--- src/rtl/mu0_mem_pkg.sv ---
// rtl/mu0_mem_pkg.sv - shared arbiter state encodings, port tags and default widths
package mu0_mem_pkg;

  typedef enum logic [1:0] {
    ARB_IDLE = 2'd0,
    ARB_HOST = 2'd1,
    ARB_CPU  = 2'd2,
    ARB_LOCK = 2'd3
  } arbState_t;

  localparam logic PORT_HOST = 1'b0;
  localparam logic PORT_CPU  = 1'b1;

  localparam int DEF_ADDR_W    = 16;
  localparam int DEF_DATA_W    = 16;
  localparam int DEF_MEM_WORDS = 32;

endpackage

--- src/rtl/mem_arb_rdtag.sv ---
// rtl/mem_arb_rdtag.sv - read-return tag pipeline and rdata/rvalid demux
// A tag registered at acceptance becomes the rvalid strobe one cycle later, aligned with mem_rdata.
module mem_arb_rdtag
  import mu0_mem_pkg::*;
#(
  parameter int DATA_W = DEF_DATA_W
) (
  input  logic              clk,
  input  logic              rst_n,
  input  logic              issueValid,
  input  logic              issuePort,
  input  logic              issueErr,
  input  logic [DATA_W-1:0] mem_rdata,
  output logic              host_rvalid,
  output logic [DATA_W-1:0] host_rdata,
  output logic              cpu_rvalid,
  output logic [DATA_W-1:0] cpu_rdata
);

  logic tagValid;
  logic tagPort;
  logic tagErr;
  logic retErr;

  always_ff @(posedge clk or negedge rst_n) begin
    if (!rst_n) begin
      tagValid    <= 1'b0;
      tagPort     <= PORT_HOST;
      tagErr      <= 1'b0;
      retErr      <= 1'b0;
      host_rvalid <= 1'b0;
      cpu_rvalid  <= 1'b0;
    end else begin
      tagValid    <= issueValid;
      tagPort     <= issuePort;
      tagErr      <= issueErr;
      retErr      <= tagErr;
      host_rvalid <= tagValid && (tagPort == PORT_HOST);
      cpu_rvalid  <= tagValid && (tagPort == PORT_CPU);
    end
  end

  // Out-of-range reads never touched the RAM, so they return zero.
  assign host_rdata = (host_rvalid && !retErr) ? mem_rdata : '0;
  assign cpu_rdata  = (cpu_rvalid && !retErr) ? mem_rdata : '0;

endmodule

--- src/rtl/mem_arbiter.sv ---
// rtl/mem_arbiter.sv - host/cpu arbiter for the shared single-port word RAM
// Host-priority grant with bounded cpu starvation and a host exclusive lock.
module mem_arbiter
  import mu0_mem_pkg::*;
#(
  parameter int ADDR_W       = DEF_ADDR_W,
  parameter int DATA_W       = DEF_DATA_W,
  parameter int MEM_WORDS    = DEF_MEM_WORDS,
  parameter int STARVE_LIMIT = 4
) (
  input  logic              clk,
  input  logic              rst_n,
  input  logic              host_req,
  input  logic              host_rnw,
  input  logic [ADDR_W-1:0] host_addr,
  input  logic [DATA_W-1:0] host_wdata,
  input  logic              host_lock,
  output logic              host_gnt,
  output logic              host_rvalid,
  output logic [DATA_W-1:0] host_rdata,
  input  logic              cpu_req,
  input  logic              cpu_rnw,
  input  logic [ADDR_W-1:0] cpu_addr,
  input  logic [DATA_W-1:0] cpu_wdata,
  output logic              cpu_gnt,
  output logic              cpu_rvalid,
  output logic [DATA_W-1:0] cpu_rdata,
  output logic              cpu_stall,
  output logic              locked,
  output logic              mem_en,
  output logic              mem_we,
  output logic [ADDR_W-1:0] mem_addr,
  output logic [DATA_W-1:0] mem_wdata,
  input  logic [DATA_W-1:0] mem_rdata,
  output logic              addr_err
);

  localparam logic [3:0]      STARVE_MAX = 4'(STARVE_LIMIT);
  localparam logic [ADDR_W:0] ADDR_LIMIT = (ADDR_W + 1)'(MEM_WORDS);

  arbState_t         state;
  logic [3:0]        starveCnt;
  logic              hostAcc;
  logic              cpuAcc;
  logic              anyAcc;
  logic              selRnw;
  logic              inRange;
  logic [ADDR_W-1:0] selAddr;
  logic [DATA_W-1:0] selWdata;

  always_comb begin
    host_gnt = 1'b0;
    cpu_gnt  = 1'b0;
    if (state == ARB_LOCK) begin
      host_gnt = host_req;
    end else if (host_req && !(cpu_req && starveCnt == STARVE_MAX)) begin
      host_gnt = 1'b1;
    end else if (cpu_req) begin
      cpu_gnt = 1'b1;
    end
  end

  assign hostAcc   = host_req && host_gnt;
  assign cpuAcc    = cpu_req && cpu_gnt;
  assign anyAcc    = hostAcc || cpuAcc;
  assign selRnw    = cpuAcc ? cpu_rnw : host_rnw;
  assign selAddr   = cpuAcc ? cpu_addr : host_addr;
  assign selWdata  = cpuAcc ? cpu_wdata : host_wdata;
  assign inRange   = {1'b0, selAddr} < ADDR_LIMIT;
  assign cpu_stall = cpu_req && !cpu_gnt;

  always_ff @(posedge clk or negedge rst_n) begin
    if (!rst_n) begin
      state     <= ARB_IDLE;
      starveCnt <= '0;
      locked    <= 1'b0;
      mem_en    <= 1'b0;
      mem_we    <= 1'b0;
      mem_addr  <= '0;
      mem_wdata <= '0;
      addr_err  <= 1'b0;
    end else begin
      mem_en   <= anyAcc && inRange;
      mem_we   <= anyAcc && inRange && !selRnw;
      addr_err <= anyAcc && !inRange;
      if (anyAcc && inRange) begin
        mem_addr  <= selAddr;
        mem_wdata <= selWdata;
      end
      if (!cpu_req || cpuAcc)
        starveCnt <= '0;
      else if (hostAcc && starveCnt < STARVE_MAX)
        starveCnt <= starveCnt + 4'd1;
      case (state)
        ARB_LOCK: begin
          if (!host_lock) begin
            state     <= ARB_IDLE;
            locked    <= 1'b0;
            starveCnt <= '0;
          end
        end
        default: begin
          if (host_lock) begin
            state  <= ARB_LOCK;
            locked <= 1'b1;
          end else if (hostAcc) begin
            state <= ARB_HOST;
          end else if (cpuAcc) begin
            state <= ARB_CPU;
          end else begin
            state <= ARB_IDLE;
          end
        end
      endcase
    end
  end

  mem_arb_rdtag #(.DATA_W(DATA_W)) u_rdtag (
    .clk        (clk),
    .rst_n      (rst_n),
    .issueValid (anyAcc && selRnw),
    .issuePort  (cpuAcc ? PORT_CPU : PORT_HOST),
    .issueErr   (!inRange),
    .mem_rdata  (mem_rdata),
    .host_rvalid(host_rvalid),
    .host_rdata (host_rdata),
    .cpu_rvalid (cpu_rvalid),
    .cpu_rdata  (cpu_rdata)
  );

endmodule

--- config.mk ---
export PLATFORM = sky130hd
export DESIGN_NAME = mem_arbiter
export DESIGN_NICKNAME = d
export VERILOG_FILES = /design/src/rtl/mu0_mem_pkg.sv /design/src/rtl/mem_arb_rdtag.sv /design/src/rtl/mem_arbiter.sv
export SDC_FILE = /design/constraint.sdc
export NUM_CORES = 1
export LEC_CHECK = 0
export ABC_AREA = 1
export CELL_PAD_IN_SITES_DETAIL_PLACEMENT = 0
export CELL_PAD_IN_SITES_GLOBAL_PLACEMENT = 1
export CORE_ASPECT_RATIO = 0.9
export CORE_UTILIZATION = 27
export CTS_CLUSTER_DIAMETER = 50
export CTS_CLUSTER_SIZE = 14
export DETAILED_ROUTE_END_ITERATION = 16
export GPL_ROUTABILITY_DRIVEN = 0
export PLACE_DENSITY_LB_ADDON = 0.1
export SLEW_MARGIN = 20
export SYNTH_ARGS = -nofsm -noshare
export SYNTH_HDL_FRONTEND = slang
export SYNTH_SLANG_ARGS = --single-unit
--- constraint.sdc ---
create_clock -name clk -period 4.9 [get_ports clk]
set_clock_uncertainty 0.1 [all_clocks]
set_input_delay 1.225 -clock clk [delete_from_list [all_inputs] [get_ports clk]]
set_output_delay 1.225 -clock clk [all_outputs]
set_load 0.1 [all_outputs]
Word level (Yosys, flattened, before mapping)
Cells that the tools add are included.
{"block": "word_totals", "output_inout_bits": 73, "in_bits": 87, "wordCells": 68, "reg_bits": 48}
{"block": "op_classes", "add_sub_neg": 1, "bitwise_logic": 1, "n_reduce_logical": 24, "n_lt_le_gt_ge": 2, "eq_ne": 3, "mux": 23}
{"operator": "16-bit two-way mux", "n": 4}
{"operator": "16-bit by 6-bit less-than comparator with 1-bit output, second input constant", "n": 1}
{"operator": "4-bit two-way mux", "n": 4}
{"operator": "1-bit logical AND", "n": 14}
{"operator": "1-bit two-way mux", "n": 10}
{"operator": "2-bit two-way mux", "n": 5}
{"operator": "1-bit zero test", "n": 6}
{"operator": "4-bit by 1-bit adder with 4-bit output, second input constant", "n": 1}
{"operator": "4-bit by 3-bit == test with 1-bit output, second input constant", "n": 1}
{"operator": "4-bit by 3-bit less-than comparator with 1-bit output, second input constant", "n": 1}
{"operator": "2-bit == test, second input constant", "n": 1}
{"operator": "1-bit logical OR", "n": 2}
{"operator": "2-bit != test, second input constant", "n": 1}
{"operator": "2-bit AND reduction", "n": 1}
{"operator": "2-bit nonzero test", "n": 1}
{"operator": "1-bit inverter", "n": 1}

Logic depth before layout (Yosys ltp)
{"block": "logic_depth", "depth_word": 12, "ltp_mapped": 16}

Modules after synthesis
From an unflattened synthesis, not the netlist that was laid out.
{"block": "unflattened", "hier_cells": 392, "area_unflattened_um2": 2738.9}
{"mod": "mem_arbiter", "area_per_inst_um2": 2344.7, "seq_area_each_um2": 1051.0, "cells_each": 329, "instances": 1}
{"mod": "mem_arb_rdtag", "area_per_inst_um2": 394.1, "seq_area_each_um2": 150.1, "cells_each": 63, "instances": 1}

Worst setup path after synthesis
OpenSTA, ideal clock, no wires.
{"block": "synth_path", "path_type": "input to output", "start": "input port cpu_req", "end": "output port cpu_stall", "required_time_ps": 3575, "path_buffers": 1, "arrival_time_ps": 3128, "path_stages": 8, "slack_ps": 447, "cell_sequence": "inv_2 nor2_2 nand2_1 nand2_2 nand2_2 buf_2 inv_1 nor2_1"}
{"block": "synth_via", "elab_chain_len": 7}
{"element": "from (decl)", "line_no": "mem_arbiter.sv:21", "rtl": "input logic cpu_req,"}
{"element": "1-bit logical AND", "line_no": "mem_arbiter.sv:56", "rtl": "end else if (host_req && !(cpu_req && starveCnt == STARVE_MAX)) begin"}
{"element": "1-bit zero test", "line_no": "mem_arbiter.sv:56"}
{"element": "1-bit logical AND", "line_no": "mem_arbiter.sv:56"}
{"element": "1-bit two-way mux", "line_no": "mem_arbiter.sv:56"}
{"element": "1-bit two-way mux", "line_no": "mem_arbiter.sv:54", "rtl": "if (state == ARB_LOCK) begin"}
{"element": "1-bit zero test", "line_no": "mem_arbiter.sv:70", "rtl": "assign cpu_stall = cpu_req && !cpu_gnt;"}
{"element": "1-bit logical AND (*)", "line_no": "mem_arbiter.sv:70"}
{"element": "to (decl)", "line_no": "mem_arbiter.sv:28", "rtl": "output logic cpu_stall,"}
Mark *: on every way between the ends. The rest lies on a longest branch, timed or not.

Final worst setup path
Same ends and word-level chain as after synthesis.

==> results by group <==
Outcome
  • Run status: finished, final reports clean

Power
  • Overall power: 1.22 mW
  • Maximum vdd drop: 0.000112 V
  • LEAKAGE: 2.38 nW
  • PwrDens: 274 nW/um^2

Worst setup path
  • Startpoint types: primary input
  • Crit Path Max Fanout: 15
  • Worst setup path class: primary input to primary output
  • Arr. time, crit path: 2680 ps
  • Critical Path End Type: primary output
  • WP data required: 3580 ps

Yosys
  • Syn Nets: 483
  • Synth top cells by count: nand2_1, nor2_1, inv_1
  • Post-synth top area cell: dfrtp_1
  • Sequential area share after synthesis: 44.3%
  • Synth async-reset ratio: 100%
  • Post-synthesis register bit count: 48
  • Syn_area_per_cell: 6.90 um^2
  • Cell Area, Synth: 2710 um^2
  • Post-synth EDFFs: 0
  • Yosys warns: 0
  • Top_reg_cell synth: dfrtp_1
  • Top post-synthesis cells by area: dfrtp_1, nand2_1, nor2_1
  • Cell count after synthesis: 393
  • Synth top area share: 44.3%
  • Distinct cells, synth: 24
  • Top-count cell post-synth: nand2_1

Clocking
  • Root Buffer: clkbuf_8
  • Postcts setup bufs: 0
  • CTS sink count: 48
  • CTS clock-pin slew for the worst setup and hold paths: 80 ps
  • Htree depth: 2
  • CTS max path bufs: 2
  • Hold_buf cts: 0
  • Num CTS Buffers: 5
  • Post-CTS Resized: 0
  • Worst-Skew Late Latency: 300 ps
  • CTS tree: yes

Finish
  • Fill count: 1002
  • Layout cells sized above 1: 11.2%
  • ANT cells: 0
  • Fin util: 45.7%
  • Design area: 4440 um^2
  • Footprint of the multi-input gates: 1190 um^2
  • Non-filler cells, final: 671
  • Layout area overhead: 63.5%
  • Fin nets: 634
  • Sequential Area: 1200 um^2

Timing
  • Worst-Margin Slew: 1050 ps
  • Final hold slack: 254 ps
  • RSZ-0062 raised after global routing: no
  • Highest clock rate: 0.250 GHz
  • Final period util: 81.8%
  • Final Max Tran Viols: 0
  • Final setup fails: 0
  • Slew Limit Headroom: 29.7%
  • PnR worst setup slack: 893 ps
  • Final hold viol count: 0
  • Post-layout minimum cycle time: 4010 ps
  • Setup_tns: 0 ps

Placement
  • Post-detail-place hpwl: 5940 um
  • Placed Area: 4320 um^2
  • Placed Cells: 663
  • Worst slack at placement: 878 ps
  • Buffers added on ports: 159

GRT
  • Global-route usage over all layers: 15.5%
  • First-pass GRT wire length: 12700 um
  • Overflow after GRT: 0
  • Initial antenna violation count: 0
  • Largest net degree at the start of global routing: 49
  • Number of global-route vias before repair: 2608

Job
  • MaxCap Viol Count: 0

Routing
  • Post-route ant nets: 0
  • DR iter-0 viols: 92
  • Total Wirelength: 7840 um
  • Via/cell ratio: 4.14
  • Drt first pass iters: 4
  • Post-DR wirelength/cell: 11.7 um
  • DR DRC count: 0
  • Total number of vias: 2779

Floorplanning
  • Boundary Pins: 160
  • Die Footprint: 10500 um^2
  • Row count: 34
  • Core Area: 9700 um^2
  • Die Span X: 108 um
  • Die span in y: 97.1 um
  • Initial core utilization: 28.0%

Worst hold path
  • Worst hold path type: register to register
per-layer routing:
| metal | GRT usage, % | part of all wire, % | routed length, um | vias up |
|---|---|---|---|---|
| met4 | 3.79 | 0.55 | 43 | 0 |
| met2 | 24.6 | 43 | 3350 | 106 |
| met5 | 0 | 0 | 0 | - |
| met3 | 3.49 | 7.8 | 614 | 2 |
| li1 | - | - | - | 1487 |
| met1 | 21.2 | 49 | 3830 | 1184 |
kinds of logic after synthesis:
kind of cell,share of synthesized area [%]
flip-flops,44.3
adder cells (fa/ha/maj),1.38
AO/OA/AOI/OAI,1.98
buffers and inverters,11.8
AND/OR/NAND/NOR,40.5
worst paths after layout:
| check | depth (start not counted) | end | slack [ps] | startpoint |
|---|---|---|---|---|
| worst max-delay path | 9 | cpu_stall | 890 | cpu_req |
| worst min-delay path | 0 | u_rdtag.retErr$_DFF_PN0_ | 250 | u_rdtag.tagErr$_DFF_PN0_ |
| worst max register to register | 12 | mem_addr[6]$_DFFE_PN0P_ | 1960 | starveCnt[0]$_DFF_PN0_ |
| worst min register to register | 0 | u_rdtag.retErr$_DFF_PN0_ | 250 | u_rdtag.tagErr$_DFF_PN0_ |
| max in group asynchronous | 1 | u_rdtag.host_rvalid$_DFF_PN0_ | 3460 | rst_n |
| min in group asynchronous | 1 | mem_addr[9]$_DFFE_PN0P_ | 820 | rst_n |
state kept, by name, summed over array words and instances (netlist names):
| register | count |
|---|---|
| addr_err | 1 |
| locked | 1 |
| mem_addr | 16 |
| mem_en | 1 |
| mem_wdata | 16 |
| mem_we | 1 |
| starveCnt | 4 |
| state | 2 |
| u_rdtag.cpu_rvalid | 1 |
| u_rdtag.host_rvalid | 1 |
| u_rdtag.retErr | 1 |
| u_rdtag.tagErr | 1 |
| u_rdtag.tagPort | 1 |
| u_rdtag.tagValid | 1 |
cell usage in the layout, fill, tap and decap left out, drive strengths merged:
| cell type | Yosys | routed |
|---|---|---|
| clkbuf | 6 | 5 |
| o21ai | 6 | 6 |
| clkinvlp | 0 | 1 |
| nand3b | 7 | 7 |
| clkdlybuf4s50 | 0 | 123 |
| a31oi | 1 | 1 |
| dfrtp | 48 | 48 |
| nand2 | 153 | 153 |
| bufinv | 0 | 1 |
| nand4 | 22 | 22 |
| nand3 | 9 | 9 |
| ha | 3 | 3 |
| buf | 13 | 40 |
| or2 | 2 | 2 |
| a21oi | 2 | 2 |
| nor2 | 62 | 62 |
| a211oi | 1 | 1 |
| inv | 57 | 58 |
| nor3 | 1 | 1 |
worst max-delay path: stages:
cell	delay, ps
clkdlybuf4s50_1	410
inv_2	100
nor2_2	40
nand2_1	60
nand2_2	180
nand2_2	110
inv_1	110
nor2_1	240
buf_12	210
power by group:
part	leakage [nW]	switching [mW]	internal (mW)
sequential	0.585	0.0161	0.427
clock	0.0548	0.142	0.154
combinational	1.74	0.319	0.159
total	2.38	0.477	0.740
cell type report:
cell class                      count  share of cell area [%]
Tap cell                          126                    3.55
Inverter                           57                    4.82
Clock inverter                      3                    1.04
Clock buffer                        5                    1.55
Multi-Input combinational cell    269                    26.9
Sequential cell                    48                    27.1
Timing Repair Buffer              163                    35.1
Note: power is estimated with default switching activity, not from simulation.
